## src/rtl/key_event_ctrl_if.sv

```systemverilog
`default_nettype none
// ============================================================================
// Module   : key_event_ctrl_if
// Brief    : Key event stream (valid/ready) between key_event_ctrl and the
//            game control FSM.
// Revision : 1.0
// ============================================================================
interface key_event_ctrl_if;
    logic       evt_valid;
    logic       evt_ready;
    logic [3:0] evt_key;
    logic       evt_press;

    modport master (
        output evt_valid,
        output evt_key,
        output evt_press,
        input  evt_ready
    );

    modport slave (
        input  evt_valid,
        input  evt_key,
        input  evt_press,
        output evt_ready
    );
endinterface
`default_nettype wire

```

## src/rtl/key_event_ctrl.sv

```systemverilog
`default_nettype none
// ============================================================================
// Module   : key_event_ctrl
// Brief    : PS/2 set-2 scancode sequencer: prefix tracking, typematic filter,
//            held-key bitmap and event FIFO.
// Revision : 1.0
// ============================================================================
module key_event_ctrl #(
    parameter int FIFO_DEPTH     = 8,
    parameter int TIMEOUT_CYCLES = 500000
) (
    input  logic                          clock,
    input  logic                          reset,
    input  logic [7:0]                    scancode,
    input  logic                          valid,
    input  logic                          clear_overflow,
    key_event_ctrl_if.master              evt,
    output logic [15:0]                   key_state,
    output logic [$clog2(FIFO_DEPTH):0]   fifo_count,
    output logic                          overflow
);

    localparam int c_ADDR_W = $clog2(FIFO_DEPTH);
    localparam int c_CNT_W  = c_ADDR_W + 1;
    localparam int c_TMR_W  = $clog2(TIMEOUT_CYCLES + 1);
    localparam logic [c_TMR_W-1:0] c_TMR_LAST = c_TMR_W'(TIMEOUT_CYCLES - 1);
    localparam logic [c_CNT_W-1:0] c_FULL     = c_CNT_W'(FIFO_DEPTH);

    typedef enum logic [1:0] {
        S_IDLE    = 2'd0,
        S_EXT     = 2'd1,
        S_BRK     = 2'd2,
        S_EXT_BRK = 2'd3
    } state_t;

    state_t                r_state, w_state_nxt;
    logic [c_TMR_W-1:0]    r_timer;
    logic [4:0]            r_mem [FIFO_DEPTH];
    logic [c_ADDR_W-1:0]   r_wr_ptr, r_rd_ptr;

    logic                  w_is_ext, w_is_brk, w_hit, w_held;
    logic [3:0]            w_id;
    logic [4:0]            w_lookup;
    logic                  w_make_evt, w_break_evt, w_push, w_pop, w_full, w_wr_en;

    // Returns {hit, key_id}; extended and plain code spaces never alias.
    function automatic logic [4:0] lookup(input logic ext, input logic [7:0] code);
        logic [4:0] res;
        res = 5'd0;
        if (ext) begin
            case (code)
                8'h75:   res = {1'b1, 4'd0};
                8'h72:   res = {1'b1, 4'd1};
                8'h6B:   res = {1'b1, 4'd2};
                8'h74:   res = {1'b1, 4'd3};
                default: res = 5'd0;
            endcase
        end else begin
            case (code)
                8'h29:   res = {1'b1, 4'd4};
                8'h5A:   res = {1'b1, 4'd5};
                8'h76:   res = {1'b1, 4'd6};
                8'h1D:   res = {1'b1, 4'd7};
                8'h1C:   res = {1'b1, 4'd8};
                8'h1B:   res = {1'b1, 4'd9};
                8'h23:   res = {1'b1, 4'd10};
                8'h4D:   res = {1'b1, 4'd11};
                8'h2D:   res = {1'b1, 4'd12};
                8'h21:   res = {1'b1, 4'd13};
                8'h79:   res = {1'b1, 4'd14};
                8'h7B:   res = {1'b1, 4'd15};
                default: res = 5'd0;
            endcase
        end
        return res;
    endfunction

    always_ff @(posedge clock) begin
        if (reset) r_state <= S_IDLE;
        else       r_state <= w_state_nxt;
    end

    always_comb begin
        w_state_nxt = r_state;
        w_make_evt  = 1'b0;
        w_break_evt = 1'b0;
        w_is_ext    = (r_state == S_EXT) || (r_state == S_EXT_BRK);
        w_is_brk    = (r_state == S_BRK) || (r_state == S_EXT_BRK);
        w_lookup    = lookup(w_is_ext, scancode);
        w_hit       = w_lookup[4];
        w_id        = w_lookup[3:0];
        w_held      = key_state[w_id];
        if (valid) begin
            case (scancode)
                8'hE0:   w_state_nxt = S_EXT;
                8'hF0:   w_state_nxt = w_is_ext ? S_EXT_BRK : S_BRK;
                default: begin
                    w_state_nxt = S_IDLE;
                    if (w_hit) begin
                        w_break_evt = w_is_brk & w_held;
                        w_make_evt  = ~w_is_brk & ~w_held;
                    end
                end
            endcase
        end else if (r_state != S_IDLE && r_timer == c_TMR_LAST) begin
            w_state_nxt = S_IDLE;
        end
    end

    // Saturates so an idle link never wraps back into a spurious timeout.
    always_ff @(posedge clock) begin
        if (reset)                    r_timer <= '0;
        else if (valid)               r_timer <= '0;
        else if (r_timer != c_TMR_LAST) r_timer <= r_timer + c_TMR_W'(1);
    end

    always_ff @(posedge clock) begin
        if (reset)            key_state       <= 16'd0;
        else if (w_make_evt)  key_state[w_id] <= 1'b1;
        else if (w_break_evt) key_state[w_id] <= 1'b0;
    end

    assign w_push  = w_make_evt | w_break_evt;
    assign w_pop   = evt.evt_valid & evt.evt_ready;
    assign w_full  = (fifo_count == c_FULL);
    assign w_wr_en = w_push & (~w_full | w_pop);

    always_ff @(posedge clock) begin
        if (w_wr_en) r_mem[r_wr_ptr] <= {w_make_evt, w_id};
    end

    always_ff @(posedge clock) begin
        if (reset) begin
            r_wr_ptr   <= '0;
            r_rd_ptr   <= '0;
            fifo_count <= '0;
            overflow   <= 1'b0;
        end else begin
            if (w_wr_en) r_wr_ptr <= r_wr_ptr + c_ADDR_W'(1);
            if (w_pop)   r_rd_ptr <= r_rd_ptr + c_ADDR_W'(1);
            case ({w_wr_en, w_pop})
                2'b10:   fifo_count <= fifo_count + c_CNT_W'(1);
                2'b01:   fifo_count <= fifo_count - c_CNT_W'(1);
                default: fifo_count <= fifo_count;
            endcase
            if (w_push && w_full && !w_pop) overflow <= 1'b1;
            else if (clear_overflow)        overflow <= 1'b0;
        end
    end

    assign evt.evt_valid = (fifo_count != '0);
    assign evt.evt_key   = evt.evt_valid ? r_mem[r_rd_ptr][3:0] : 4'd0;
    assign evt.evt_press = evt.evt_valid ? r_mem[r_rd_ptr][4]   : 1'b0;

endmodule
`default_nettype wire

```

## src/flat_wrapper.sv

```systemverilog
// flat-port wrapper written by rule: the top's interface ports become plain ports
module key_event_ctrl_flat 
#(
    parameter int FIFO_DEPTH     = 8,
    parameter int TIMEOUT_CYCLES = 500000
)
  (clock, reset, scancode, valid, clear_overflow, key_state, fifo_count, overflow, evt_evt_valid, evt_evt_key, evt_evt_press, evt_evt_ready);
  key_event_ctrl_if evt_i ();
  input  logic clock;
  input  logic reset;
  input  logic [7:0] scancode;
  input  logic valid;
  input  logic clear_overflow;
  output logic [15:0] key_state;
  output logic [$clog2(FIFO_DEPTH):0] fifo_count;
  output logic overflow;
  output wire logic [$bits(evt_i.evt_valid)-1:0] evt_evt_valid;
  output wire logic [$bits(evt_i.evt_key)-1:0] evt_evt_key;
  output wire logic [$bits(evt_i.evt_press)-1:0] evt_evt_press;
  input wire logic [$bits(evt_i.evt_ready)-1:0] evt_evt_ready;
  assign evt_evt_valid = evt_i.evt_valid;
  assign evt_evt_key = evt_i.evt_key;
  assign evt_evt_press = evt_i.evt_press;
  assign evt_i.evt_ready = evt_evt_ready;
  key_event_ctrl #(.FIFO_DEPTH(FIFO_DEPTH), .TIMEOUT_CYCLES(TIMEOUT_CYCLES)) u_core (.clock(clock), .reset(reset), .scancode(scancode), .valid(valid), .clear_overflow(clear_overflow), .evt(evt_i), .key_state(key_state), .fifo_count(fifo_count), .overflow(overflow));
endmodule
```

## config.mk

```make
export PLATFORM = sky130hd
export DESIGN_NAME = key_event_ctrl_flat
export DESIGN_NICKNAME = d
export VERILOG_FILES = /design/src/rtl/key_event_ctrl_if.sv /design/src/rtl/key_event_ctrl.sv /design/src/flat_wrapper.sv
export SDC_FILE = /design/constraint.sdc
export NUM_CORES = 1
export LEC_CHECK = 0
export CORE_AREA = 2 2 92 94
export CTS_BUF_LIST = sky130_fd_sc_hd__clkbuf_4 sky130_fd_sc_hd__clkbuf_8 sky130_fd_sc_hd__clkbuf_16
export DETAILED_ROUTE_END_ITERATION = 10
export DIE_AREA = 0 0 94 96
export GPL_TIMING_DRIVEN = 0
export PLACE_DENSITY = 0.9
export SLEW_MARGIN = 20
export SYNTH_ARGS = -nofsm -noshare
export SYNTH_HDL_FRONTEND = slang
export SYNTH_SLANG_ARGS = --single-unit
```

## constraint.sdc

```tcl
create_clock -name clock -period 5.9 [get_ports clock]
set_input_delay 1.475 -clock clock [delete_from_list [all_inputs] [get_ports clock]]
set_output_delay 1.475 -clock clock [all_outputs]
set_load 0.01 [all_outputs]
```

## Yosys cells after proc, flatten, opt, wreduce, memory -nomap -nowiden

Memories as Yosys holds them, arrays and structs flattened. A register that Yosys moved wholly into a read port is not among the register bits.
Cells that the tools add are included.

- Word-level logic and storage cells: 96
- Output and inout port bits: 27
- Register bits after elaboration: 48
- RAM bits: 40
- Bits of input ports: 13
- Memories: 1

- Bitwise gates (word level): 12
- Equality and inequality tests: 26
- Muxes and demuxes: 28
- Add/sub/neg operators: 5
- $lt $le $gt $ge: 2
- Reductions and logical operators: 15

Memories:

| memory | words | bits a word | rd ports | clocked after Yosys merged registers in | wr ports | line | text |
|---|---|---|---|---|---|---|---|
| u_core.r_mem | 8 | 5 | 1 | 1 | 1 | key_event_ctrl.sv:38 | `logic [4:0] r_mem [FIFO_DEPTH];` |

Operator list:

| kind | number |
|---|---|
| $eq A8 B7 Y1 const B | 9 |
| $pmux W5 S12 | 1 |
| $eq A8 B6 Y1 const B | 4 |
| $mux W16 | 2 |
| $eq A8 B5 Y1 const B | 3 |
| $pmux W5 S4 | 1 |
| $add A19 B1 Y19 const B | 1 |
| $eq A19 B19 Y1 const B | 1 |
| $ne A19 B19 Y1 const B | 1 |
| $and A16 B16 Y16 | 1 |
| $eq A8 B8 Y1 const B | 2 |
| $not A16 Y16 | 1 |
| $or A16 B16 Y16 | 1 |
| $mux W1 | 14 |
| $reduce_bool A2 Y1 | 5 |
| $pmux W4 S2 | 1 |
| $add A3 B1 Y3 const B | 2 |
| $eq A2 B2 Y1 const B | 3 |
| $mux W3 | 2 |
| $lt A4 B5 Y1 const B | 1 |
| $mux W5 | 1 |
| $add A4 B1 Y4 const B | 1 |
| $and A1 B1 Y1 | 4 |
| $bmux W1 S4 | 1 |
| other kinds (15) | 25 |

## Longest topological paths before layout

- Depth after elaboration: 14
- Mapped depth: 18

## Least setup slack after synthesis

OpenSTA, ideal clock, no wires.

- Path kind: input port to flip-flop
- Start point: in scancode[6]
- End point: reg u_core.fifo_count[3]
- Buffers on the path: 2
- Required time: 5.826 ns
- Stages: 18
- Setup time: 0.074 ns
- Path slack: 1.000 ns
- Arrival time: 4.826 ns
- Cell sequence: buf_2 > and4b_1 > nand4b_1 > nand3_2 > o31ai_1 > buf_2 > mux2i_1 > o22ai_2 > o21a_4 > nor2_2 > nand2_2 > inv_2 > ha_1 > a21o_1 > a21oi_1 > mux2_2 > o31a_1 > a31oi_1

- Cells in the longest elaborated chain, start to end: 14

RTL lines:

| element | line | text |
|---|---|---|
| start, declared | flat_wrapper.sv:11 | `input logic [7:0] scancode;` |
| $eq A8 B7 Y1, or another cell as far along | key_event_ctrl.sv:59 | `case (code)` |
| $pmux W5 S12 / $pmux W5 S4 (equally long branches) | key_event_ctrl.sv:59, key_event_ctrl.sv:51 |  |
| $mux W5 | key_event_ctrl.sv:50 | `if (ext) begin` |
| $bmux W1 S4 | key_event_ctrl.sv:92 | `w_held = key_state[w_id];` |
| $mux W1 (implied by the code) | key_event_ctrl.sv:92 |  |
| $not A1 Y1 | key_event_ctrl.sv:101 | `w_make_evt = ~w_is_brk & ~w_held;` |
| $and A1 B1 Y1 | key_event_ctrl.sv:101 |  |
| $mux W1 | key_event_ctrl.sv:99 | `if (w_hit) begin` |
| $mux W1 * | key_event_ctrl.sv:94 | `case (scancode)` |
| $mux W1 * | key_event_ctrl.sv:93 | `if (valid) begin` |
| named net u_core.w_make_evt | key_event_ctrl.sv:44 | `logic w_make_evt, w_break_evt, w_push, w_pop, w_full, w_wr_en;` |
| $or A1 B1 Y1 * | key_event_ctrl.sv:123 | `assign w_push = w_make_evt \| w_break_evt;` |
| $and A1 B1 Y1 * | key_event_ctrl.sv:126 | `assign w_wr_en = w_push & (~w_full \| w_pop);` |
| $eq A2 B1 Y1 / $eq A2 B2 Y1 (equally long branches) | key_event_ctrl.sv:141 | `case ({w_wr_en, w_pop})` |
| $pmux W4 S2 / $reduce_bool A2 Y1 (equally long branches) | n/a |  |
| end signal, assigned | key_event_ctrl.sv:142 | `2'b10: fifo_count <= fifo_count + c_CNT_W'(1);` |
| end signal, assigned | key_event_ctrl.sv:143 | `2'b01: fifo_count <= fifo_count - c_CNT_W'(1);` |
| end signal, assigned | key_event_ctrl.sv:144 | `default: fifo_count <= fifo_count;` |
| end, declared | key_event_ctrl.sv:19 | `output logic [$clog2(FIFO_DEPTH):0] fifo_count,` |

The timed path passes the listed nets; every way through them passes the cells marked *. The select of a mux whose other input is x is not followed.
A chain may end at the register's enable or synchronous reset.

## Final worst setup path

- Start point: in scancode[5]
- End point: reg u_core.fifo_count[3]

Same word-level chain as after synthesis.

==> reports/metrics.csv <==
metric,value,unit
status,"complete, no violations",
layout cell share with drive strength beyond 1,0.1266,
Clock transition at path regs,0.10,ns
Pleak,1.810,nW
top-area cell type share of the netlist area,0.2640,
root buf cell,clkbuf_8,
detailed-route via count,3513,
DR iter-0 viols,208,
Main synth FF type,dfxtp_1,
io pins,40,
post-route cell area,5290,µm²
filler-free cell count of the finished design,571,
Skew-Pair Late Insertion Delay,0.36,ns
period utilisation layout,0.9316,
worst path required time,6.18,ns
Total Power,1.412,mW
largest net degree at the start of global routing,18,
fmax,0.1819,GHz
# Max-Cap Violations,0,
Rows,33,
final core occ,0.6570,
placed cell area,5052,µm²
post-place setup slack,-0.02848,ns
relative slew slack,0.3439,
dpl hpwl,6950,µm
GRT overflow,0,
ys async rst share,0,
fin. max-slew vios,0,
Die Area,9024,µm²
Multi-input gate area,2148,µm²
max incr delay on CP,0.54,ns
DRT Pass-1 Iters,6,
worst vdd ir,0.0001485,V
Setup crit end kind,flop,
Core Region,8051,µm²
Ys Warns,0,
post-synthesis register bit count,91,
number of antenna repair diodes,0,
largest area contributor in the netlist,edfxtp_1,
"Distinct cells, synth",65,
vias in the first global route,3470,
Area contributors post-synth,"edfxtp_1 26%, dfxtp_1 22%, mux2i_1 5.3%",
Max clock buf depth,2,
RD Place Congestion,0.8802,
initial antenna violation count,0,
Clock Sink Count,91,
DRC viols,0,
Routed WL per cell,17.28,µm
Final setup viols,0,
FF/Latch Area,2222,µm²
instance count of the mapped netlist,413,
Synth-to-Final Area Change,16.25,%
GRT Total Usage,0.2327,
average size of a mapped cell,11.02,µm²
min Tclk post-route,5.497,ns
critical path's slowest cell,clkdlybuf4s50_1,
crit start category,primary input,
CTS tree,built,
Die Ht,96,µm
Final Hold Viols,0,
post-synthesis net count,432,
crit-path cells,"clkdlybuf4s50_1, and4b_1, nand4b_1, nand3_2, o31ai_2, buf_2, mux2i_1, o22ai_2, o21a_4, nor2_2, nand2_2, inv_2, ha_1, a21o_1, a21oi_1, mux2_2, o31a_1, a31oi_1",
Filler Cell Count,625,
number of flops mapped to enable cells by yosys,40,
TNS Setup,0,ns
CTS buffer count,9,
sequential element share of the synthesized area,0.4883,
Via density,6.152,
Clock Skew,0.01432,ns
arrival time worst endpoint,5.78,ns
Hold Crit Class,reg -> reg,
post-synthesis cell area,4551,µm²
# Post-CTS Setup Buffers,0,
H-tree Lvls,3,
Worst-Margin Slew,0.9821,ns
critical path peak fanout,14,
Pwr Density,266.9,nW/µm²
Placed Cells incl. Taps,555,
PortBufs,37,
Nets,480,
Routed Antenna Nets,0,
RSZ-0062 raised after global routing,no,
first-pass GRT wire length,16390,µm
DRT Wirelength,9865,µm
Setup CP Type,in -> reg,
WHS,0.4861,ns
final worst slack,0.4033,ns
initial core utilization,0.5652,
die width,94,µm
-- path summary, 6_finish.rpt --
path | start | to | slack (ns) | cells after the start
worst max-delay path | scancode[5] | u_core.fifo_count[3] | 0.40 | 18
worst min-delay path | flop | flop | 0.49 | 2
worst max register to register | u_core.r_state[0] | u_core.fifo_count[3] | 1.66 | 18
worst min register to register | flop | flop | 0.49 | 2
-- placed cells by master (no fill, tap or decap), types with 4 or more instances in the layout --
cell type        instances
clkbuf_1                 9
and3_1                   5
clkdlybuf4s50_1         37
o21ai_0                  7
nand3_1                 12
inv_1                   13
nor3_1                   7
nor2b_1                  8
xor2_1                  19
nor4_1                   4
mux2i_1                 24
o41ai_1                 11
or3_1                    6
nand4_1                  7
ha_1                     5
dfxtp_1                 51
nand2_1                 27
edfxtp_1                40
mux4_2                  10
buf_2                    5
a21oi_1                 11
nor3b_1                  4
o311ai_1                11
clkbuf_8                10
nor2_1                  43
xnor2_1                  5
buf_6                    5
buf_1                    4
-- power by group --
group / total (mW) / switching, mW / internal (mW) / leakage, nW
Clock: 0.451 / 0.217 / 0.234 / 0.110
Combinational: 0.278 / 0.143 / 0.134 / 0.893
Sequential: 0.683 / 0.0141 / 0.669 / 0.807
-- synth_stat cells, drive strengths merged (8+ instances only) --
cell type  instances
dfxtp             51
inv               14
o41ai             11
nor2b              8
mux2i             24
nor3               8
o21ai              8
nand2             28
nand3             13
nor2              44
buf               16
edfxtp            40
mux4              10
xor2              19
a21oi             12
clkbuf             9
o311ai            11
-- worst max-delay path: cells and delay by family --
| kind | cells | cell delay [ns] |
|---|---|---|
| multiplexers | 2 | 0.68 |
| adder cells (fa/ha/maj) | 1 | 0.25 |
| buffers and inverters | 3 | 0.98 |
| AO/OA/AOI/OAI | 7 | 1.43 |
| AND/OR/NAND/NOR | 5 | 0.94 |
-- repair_timing --
item | CTS | global route
setup endpoints to repair | 0 | 1
hold buffers | 0 | 0
gates resized for setup | 0 | 1
-- cells by family after synthesis --
logic type      after synthesis  synth area share
simple gates                155            0.1925
xor+xnor                     24           0.04619
buf+inv                      39           0.04344
fa+ha+maj                     6           0.01815
compound gates               62            0.1042
mux                          36            0.1072
flops                        91            0.4883
-- layout make-up --
cell class / count / area share
plain buffers: 25 / 0.02744
inverters: 14 / 0.009934
clock inverters: 5 / 0.01088
clock buffers: 11 / 0.03075
repair buffers: 37 / 0.07001
flip-flops and latches: 91 / 0.4201
multi-input cells: 283 / 0.4061
well taps: 105 / 0.02483
-- layer usage --
| metal | track usage | part of all wire |
|---|---|---|
| met1 | 0.2786 | 0.40 |
| met2 | 0.4214 | 0.54 |
| met3 | 0.04855 | 0.050 |
| met4 | 0.07246 | 0.014 |
| met5 | 0 | 0 |
Note: power is estimated with default switching activity, not from simulation.
